File: src/rtl/mem_loader_pkg.sv
// Shared definitions for the memory loader: FSM and stream-segment encodings,
// header length, memory byte strides and the header capacity check.
// Optional feature macro: LOADER_VERIFY_EN (read-back checksum verification).
package mem_loader_pkg;

    localparam int LOADER_HDR_BYTES = 4;
    localparam int IMEM_STRIDE      = 4;
    localparam int DMEM_STRIDE      = 8;

    typedef enum logic [2:0] {
        S_IDLE   = 3'd0,
        S_HDR    = 3'd1,
        S_IMEM   = 3'd2,
        S_DMEM   = 3'd3,
        S_RUN    = 3'd4,
        S_ERROR  = 3'd5
`ifdef LOADER_VERIFY_EN
        , S_VERIFY = 3'd6
`endif
    } state_t;

    // Which part of the byte stream the next accepted byte belongs to.
    typedef enum logic [1:0] {
        SEG_HDR  = 2'd0,
        SEG_IMEM = 2'd1,
        SEG_DMEM = 2'd2,
        SEG_END  = 2'd3
    } seg_t;

`ifdef LOADER_VERIFY_EN
    typedef enum logic [1:0] {
        V_IMEM  = 2'd0,
        V_DMEM  = 2'd1,
        V_DRAIN = 2'd2
    } vphase_t;
`endif

    function automatic logic hdr_too_big(input logic [15:0] n, input int limit);
        return int'({16'd0, n}) > limit;
    endfunction

endpackage

File: src/rtl/mem_loader_word_assembler.sv
// Little-endian byte-to-word assembler. The first byte of a word lands in
// bits [7:0]. When the last byte of a word is taken, the full word is copied
// into a holding register and word_valid pulses for the following cycle, so
// assembly of the next word can continue while the word is being written.
module word_assembler #(
    parameter int WORD_BYTES = 4
) (
    input  logic                    clk,
    input  logic                    arst_n,
    input  logic                    clear,
    input  logic                    take,
    input  logic [7:0]              data,
    output logic                    last,
    output logic [8*WORD_BYTES-1:0] word_next,
    output logic [8*WORD_BYTES-1:0] word,
    output logic                    word_valid
);

    localparam int CW = (WORD_BYTES > 1) ? $clog2(WORD_BYTES) : 1;

    logic [CW-1:0]           cnt;
    logic [8*WORD_BYTES-1:0] sh;

    assign word_next = {data, sh[8*WORD_BYTES-1:8]};
    assign last      = take && (cnt == CW'(WORD_BYTES - 1));

    // Shift bytes in from the top; latch the completed word into the holding register.
    always_ff @(posedge clk or negedge arst_n) begin
        if (!arst_n) begin
            cnt        <= '0;
            sh         <= '0;
            word       <= '0;
            word_valid <= 1'b0;
        end else if (clear) begin
            cnt        <= '0;
            sh         <= '0;
            word       <= '0;
            word_valid <= 1'b0;
        end else begin
            word_valid <= last;
            if (take) begin
                sh  <= word_next;
                cnt <= last ? '0 : cnt + CW'(1);
            end
            if (last) begin
                word <= word_next;
            end
        end
    end

endmodule

File: src/rtl/mem_loader.sv
// Host-side loader: takes a byte stream (N_I, N_D header then payload), writes
// the instruction memory (32-bit words) and the data memory (64-bit words)
// through the cpu external ports, then enables the cpu.
// Optional feature macro: LOADER_VERIFY_EN adds a read-back checksum pass
// before the cpu is enabled.
//
// state  | meaning
// IDLE   | after reset, waiting for start
// HDR    | collecting the 4 header bytes, then capacity check
// IMEM   | writing instruction words as they complete
// DMEM   | writing data words as they complete
// VERIFY | (LOADER_VERIFY_EN) reading back every word and comparing sums
// RUN    | cpu enabled, load done
// ERROR  | header over capacity or verify mismatch
module mem_loader
    import mem_loader_pkg::*;
#(
    parameter int IMEM_WORDS = 512,
    parameter int DMEM_WORDS = 1024
) (
    input  logic        clk,
    input  logic        arst_n,
    input  logic        start,
    input  logic        s_valid,
    output logic        s_ready,
    input  logic [7:0]  s_data,
    output logic [63:0] addr_ext,
    output logic        wen_ext,
    output logic        ren_ext,
    output logic [31:0] wdata_ext,
    input  logic [31:0] rdata_ext,
    output logic [63:0] addr_ext_2,
    output logic        wen_ext_2,
    output logic        ren_ext_2,
    output logic [63:0] wdata_ext_2,
    input  logic [63:0] rdata_ext_2,
    output logic        cpu_enable,
    output logic        busy,
    output logic        done,
    output logic        error
);

`ifdef LOADER_VERIFY_EN
    localparam state_t LOAD_END = S_VERIFY;
`else
    localparam state_t LOAD_END = S_RUN;
`endif

    state_t      state, state_next;
    seg_t        seg;
    logic [15:0] n_i, n_d, in_words, k, k_next;
    logic        start_acc, accept, take32, take64;
    logic        last32, last64, v32, v64;
    logic [31:0] wn32, word32;
    logic [63:0] word64, dmem_word_next_unused;

    assign start_acc = start && (state == S_IDLE || state == S_RUN || state == S_ERROR);
    assign accept    = s_valid && s_ready;
    // The header is exactly one 32-bit word, so it shares the imem assembler.
    assign take32    = accept && (seg == SEG_HDR || seg == SEG_IMEM);
    assign take64    = accept && (seg == SEG_DMEM);

    word_assembler #(.WORD_BYTES(LOADER_HDR_BYTES)) u_asm32 (
        .clk        (clk),
        .arst_n     (arst_n),
        .clear      (start_acc),
        .take       (take32),
        .data       (s_data),
        .last       (last32),
        .word_next  (wn32),
        .word       (word32),
        .word_valid (v32)
    );

    word_assembler #(.WORD_BYTES(DMEM_STRIDE)) u_asm64 (
        .clk        (clk),
        .arst_n     (arst_n),
        .clear      (start_acc),
        .take       (take64),
        .data       (s_data),
        .last       (last64),
        .word_next  (dmem_word_next_unused),
        .word       (word64),
        .word_valid (v64)
    );

    // Byte-side segment tracking: routes each accepted byte to the right
    // assembler even while the FSM is still finishing the previous segment.
    always_ff @(posedge clk or negedge arst_n) begin
        if (!arst_n) begin
            seg      <= SEG_END;
            n_i      <= '0;
            n_d      <= '0;
            in_words <= '0;
        end else if (start_acc) begin
            seg      <= SEG_HDR;
            in_words <= '0;
        end else begin
            case (seg)
                SEG_HDR: if (last32) begin
                    n_i      <= wn32[15:0];
                    n_d      <= wn32[31:16];
                    in_words <= '0;
                    if (hdr_too_big(wn32[15:0], IMEM_WORDS) || hdr_too_big(wn32[31:16], DMEM_WORDS))
                        seg <= SEG_END;
                    else if (wn32[15:0] != 16'd0)
                        seg <= SEG_IMEM;
                    else if (wn32[31:16] != 16'd0)
                        seg <= SEG_DMEM;
                    else
                        seg <= SEG_END;
                end
                SEG_IMEM: if (last32) begin
                    if (in_words == n_i - 16'd1) begin
                        in_words <= '0;
                        seg      <= (n_d != 16'd0) ? SEG_DMEM : SEG_END;
                    end else begin
                        in_words <= in_words + 16'd1;
                    end
                end
                SEG_DMEM: if (last64) begin
                    if (in_words == n_d - 16'd1) begin
                        in_words <= '0;
                        seg      <= SEG_END;
                    end else begin
                        in_words <= in_words + 16'd1;
                    end
                end
                default: ;
            endcase
        end
    end

    // FSM state and word index register.
    always_ff @(posedge clk or negedge arst_n) begin
        if (!arst_n) begin
            state <= S_IDLE;
            k     <= '0;
        end else begin
            state <= state_next;
            k     <= k_next;
        end
    end

`ifdef LOADER_VERIFY_EN
    vphase_t     vph, vph_next;
    logic        pend32, pend64;
    logic [31:0] wsum32, rsum32;
    logic [63:0] wsum64, rsum64;

    // Running sums of written and read-back words; read data arrives one cycle after ren.
    always_ff @(posedge clk or negedge arst_n) begin
        if (!arst_n) begin
            vph    <= V_IMEM;
            pend32 <= 1'b0;
            pend64 <= 1'b0;
            wsum32 <= '0;
            rsum32 <= '0;
            wsum64 <= '0;
            rsum64 <= '0;
        end else begin
            pend32 <= ren_ext;
            pend64 <= ren_ext_2;
            if (start_acc) begin
                wsum32 <= '0;
                rsum32 <= '0;
                wsum64 <= '0;
                rsum64 <= '0;
            end else begin
                if (wen_ext)   wsum32 <= wsum32 + wdata_ext;
                if (wen_ext_2) wsum64 <= wsum64 + wdata_ext_2;
                if (pend32)    rsum32 <= rsum32 + rdata_ext;
                if (pend64)    rsum64 <= rsum64 + rdata_ext_2;
            end
            if (state != S_VERIFY)
                vph <= (n_i != 16'd0) ? V_IMEM : V_DMEM;
            else
                vph <= vph_next;
        end
    end
`else
    logic unused_rdata;
    assign unused_rdata = ^{rdata_ext, rdata_ext_2};
`endif

    // Next-state and output decode.
    always_comb begin
        state_next  = state;
        k_next      = k;
        s_ready     = 1'b0;
        addr_ext    = '0;
        wen_ext     = 1'b0;
        ren_ext     = 1'b0;
        wdata_ext   = '0;
        addr_ext_2  = '0;
        wen_ext_2   = 1'b0;
        ren_ext_2   = 1'b0;
        wdata_ext_2 = '0;
        cpu_enable  = 1'b0;
        busy        = 1'b0;
        done        = 1'b0;
        error       = 1'b0;
`ifdef LOADER_VERIFY_EN
        vph_next    = vph;
`endif
        case (state)
            S_IDLE: begin
                if (start_acc) begin
                    state_next = S_HDR;
                    k_next     = '0;
                end
            end
            S_HDR: begin
                busy    = 1'b1;
                s_ready = (seg != SEG_END);
                if (v32) begin
                    if (hdr_too_big(n_i, IMEM_WORDS) || hdr_too_big(n_d, DMEM_WORDS))
                        state_next = S_ERROR;
                    else if (n_i != 16'd0)
                        state_next = S_IMEM;
                    else if (n_d != 16'd0)
                        state_next = S_DMEM;
                    else
                        state_next = S_RUN;
                end
            end
            S_IMEM: begin
                busy    = 1'b1;
                s_ready = (seg != SEG_END);
                if (v32) begin
                    wen_ext   = 1'b1;
                    addr_ext  = 64'(k) * 64'(IMEM_STRIDE);
                    wdata_ext = word32;
                    if (k == n_i - 16'd1) begin
                        k_next     = '0;
                        state_next = (n_d != 16'd0) ? S_DMEM : LOAD_END;
                    end else begin
                        k_next = k + 16'd1;
                    end
                end
            end
            S_DMEM: begin
                busy    = 1'b1;
                s_ready = (seg != SEG_END);
                if (v64) begin
                    wen_ext_2   = 1'b1;
                    addr_ext_2  = 64'(k) * 64'(DMEM_STRIDE);
                    wdata_ext_2 = word64;
                    if (k == n_d - 16'd1) begin
                        k_next     = '0;
                        state_next = LOAD_END;
                    end else begin
                        k_next = k + 16'd1;
                    end
                end
            end
`ifdef LOADER_VERIFY_EN
            S_VERIFY: begin
                busy = 1'b1;
                case (vph)
                    V_IMEM: begin
                        ren_ext  = 1'b1;
                        addr_ext = 64'(k) * 64'(IMEM_STRIDE);
                        if (k == n_i - 16'd1) begin
                            k_next   = '0;
                            vph_next = (n_d != 16'd0) ? V_DMEM : V_DRAIN;
                        end else begin
                            k_next = k + 16'd1;
                        end
                    end
                    V_DMEM: begin
                        ren_ext_2  = 1'b1;
                        addr_ext_2 = 64'(k) * 64'(DMEM_STRIDE);
                        if (k == n_d - 16'd1) begin
                            k_next   = '0;
                            vph_next = V_DRAIN;
                        end else begin
                            k_next = k + 16'd1;
                        end
                    end
                    default: begin
                        if (!pend32 && !pend64)
                            state_next = (wsum32 == rsum32 && wsum64 == rsum64) ? S_RUN : S_ERROR;
                    end
                endcase
            end
`endif
            S_RUN: begin
                cpu_enable = 1'b1;
                done       = 1'b1;
                if (start_acc) begin
                    state_next = S_HDR;
                    k_next     = '0;
                end
            end
            S_ERROR: begin
                error = 1'b1;
                if (start_acc) begin
                    state_next = S_HDR;
                    k_next     = '0;
                end
            end
            default: state_next = S_IDLE;
        endcase
    end

endmodule

File: config.mk
export PLATFORM = sky130hd
export DESIGN_NAME = mem_loader
export DESIGN_NICKNAME = d
export VERILOG_FILES = /design/src/rtl/mem_loader_pkg.sv /design/src/rtl/mem_loader_word_assembler.sv /design/src/rtl/mem_loader.sv
export SDC_FILE = /design/constraint.sdc
export NUM_CORES = 1
export LEC_CHECK = 0
export CAP_MARGIN = 20
export CELL_PAD_IN_SITES_DETAIL_PLACEMENT = 0
export CELL_PAD_IN_SITES_GLOBAL_PLACEMENT = 2
export CORE_ASPECT_RATIO = 2
export CORE_MARGIN = 2
export CORE_UTILIZATION = 29
export CTS_CLUSTER_DIAMETER = 50
export CTS_CLUSTER_SIZE = 25
export DETAILED_ROUTE_END_ITERATION = 16
export PLACE_DENSITY_LB_ADDON = 0.08
export SLEW_MARGIN = 20
export SYNTH_ARGS = -nofsm -noshare
export SYNTH_HDL_FRONTEND = slang
export SYNTH_HIERARCHICAL = 1
export SYNTH_SLANG_ARGS = --single-unit
File: constraint.sdc
create_clock -name clk -period 3.45 [get_ports clk]
set_clock_uncertainty 0.1 [all_clocks]
set_input_delay 0.69 -clock clk [delete_from_list [all_inputs] [get_ports clk]]
set_output_delay 0.69 -clock clk [all_outputs]
set_load 0.02 [all_outputs]
==> metrics <==
Crit. End Element=output port; slew margin rel.=24.32%; die area=55450 um^2; IO Port Bufs=146; clock buffer depth=3; YS warnings=6; RSZ-0062 raised after global routing=true; die height=331.0 um; Leak Pwr=9.141 nW; P&R area growth vs syn=21.13%; DR vias=11594; critical path type=flop to output port; first-pass detailed-route iteration total=11; Hold Path Class=flop to flop; number of global-route vias before repair=11712; Gate Count Post-Synth=~1600; Tot GR Track Use=18.35%; failing checks=DRC; endpoints failing hold=0; Max Slew Vio Count=0; post-layout min period=3.322 ns; routability cong.=approximately 0.87; Achievable Freq=301.0 MHz; Worst Path Required=between 2 and 3 ns; crit path max-delay cell type=clkdlybuf4s50_1; initial drt markers=between 600 and 700; status=finished, violations left; Arrival @ worst endpoint=2.53 ns; H-tree depth=1; Final Total Pwr=~8.5 mW; Slew @ Worst Pin=1.135 ns; antenna viol nets, final=0; CTS Sinks=252; average wire per standard cell=21.39 um; GRT overflow=0; Rows=roughly 120; clk slew on worst S/H paths=0.06 ns; final wirelength=51660 um; global-route wire length before repair=between 70000 and 80000 um; worst-path fanout max=41; share of cells above drive strength 1=17.89%; Filler cells=between 5000 and 6000; Core ar.=52710 um^2; DRC=14; initial antenna violation count=0; Peak VDD IR=0.3454 mV; Max stage delay on crit path=0.62 ns; max_cap viols=0; DP Cell Count=2362; IO Pins=between 300 and 400; largest net degree at the start of global routing=189; Area after DPL=17590 um^2; Post-layout nets=1848; Diodes inserted=0; sum of buffers and inverters on the critical path=3; Period Utilization, post-route=96.30%; hpwl dp=between 30000 and 40000 um; initial core utilization=29.42%; Vias/cell=a little under 5; Num CTS Buffers=27; CP startpoint kind=flop; clk_lat worst skew=between 0.5 and 0.6 ns; syn_area_per_cell=9.777 um^2; Pwr Density=453.5 nW/um^2; Netlist Area Pre-Place=between 15000 and 20000 um^2; CP Cell Sequence=buf_4, and3_4, buf_16, and2_1, clkdlybuf4s50_1; Setup-failing EPs final=0; die width=167.5 um; delay-heaviest family, CP=buffers and inverters; CTS tree=yes; Cell Count, Final, Fillers Out=2415; final instance area=between 15000 and 20000 um^2; final core occ=35.64%; CTS root buffer=clkbuf_16
worst paths after layout:
| kind | start | to | slack [ns] | cells past startpoint |
|---|---|---|---|---|
| max in group asynchronous | arst_n | state[2] | 1.92 | 3 |
| hold reg to reg | u_asm32/cnt[1] | u_asm32/cnt[1] | 0.43 | 2 |
| hold / removal | u_asm32/cnt[1] | u_asm32/cnt[1] | 0.43 | 2 |
| setup reg to reg | n_i[0] | k[3] | 0.13 | 13 |
| setup / recovery | state[1] | wdata_ext_2[63] | 0.13 | 5 |
| min in group asynchronous | arst_n | u_asm64/word[0] | 0.58 | 2 |
sequential cells by signal (all words and copies together) (netlist names):
name                count
u_asm32/word           32
n_d                    16
state                   3
u_asm64/word           64
u_asm32/word_valid      1
n_i                    16
u_asm32/sh             24
u_asm64/sh             56
u_asm64/cnt             3
u_asm32/cnt             2
in_words               16
seg                     2
u_asm64/word_valid      1
k                      16
through the flow:
stage	setup slack (ns)	setup TNS [ns]	hold slack [ns]
floorplan	0.01205	0	0.2944
global placement	-0.1307	-2.098	0.4039
detailed placement	-0.1086	-1.339	0.4120
CTS	-0.06031	-1.871	0.4277
global route	-0.008589	-0.03263	0.4622
finish	0.1277	0	0.4281
what timing repair did:
item	4_1_cts	5_1_grt
resized for setup	30	60
cloned	1	0
pin swaps	0	15
endpoints found under the setup margin	75	132
buffers inserted	0	1
hold buffers	1	0
endpoints found under the hold margin	44	0
routing by layer:
metal	routed length [um]	global-route usage, %	vias up
met5	0	0	-
met4	1835	6.749	0
met3	1480	1.633	57
met2	29500	37.22	246
met1	18840	19.39	5758
li1	-	-	5533
report_power, final:
part,leakage [nW],total [mW],internal [mW],switching [mW]
clock,0.463,3.21,1.70,1.51
sequential,3.25,3.86,3.48,0.381
combinational,5.43,1.45,0.763,0.690
total,9.14,8.52,5.94,2.58
layout by cell type, fill, tap and decap left out, types with 16 or more instances in the layout:
cell / count
nor4_1: 16
and2_1: 135
dlymetal6s2s_1: 38
nand2_1: 40
buf_4: 100
nand3_1: 115
a21bo_1: 58
a21oi_1: 65
clkbuf_16: 27
a21oi_2: 46
dlygate4sd2_1: 24
mux2_2: 25
nor2_1: 123
and3_1: 18
clkdlybuf4s50_1: 83
nor3_1: 23
dfrtp_1: 248
mux2i_1: 86
conb_1: 98
xnor2_1: 61
a21bo_2: 38
xor2_1: 28
o21ai_0: 27
worst register-to-register path, delay by kind of cell, from the launching register on:
| family | cells | cell delay (ns) |
|---|---|---|
| and+or+nand+nor | 6 | 1.70 |
| buffers and inverters | 4 | 0.60 |
| DFF | 1 | 0.42 |
| AOI/OAI and AO/OA | 2 | 0.27 |
| xor gates and xnor gates | 1 | 0.12 |
final cells by class:
type / count / area [um^2] / area share (%)
clock buffers: 28 / 689.4 / 3.670
repair buffers: 260 / 2564 / 13.65
multi-input cells: 1172 / 8056 / 42.89
flip-flops and latches: 252 / 6311 / 33.60
well taps: 665 / 832.0 / 4.430
clock inverters: 22 / 265.3 / 1.412
inverters: 16 / 65.06 / 0.3464
Power figures use the tool's default switching activity.
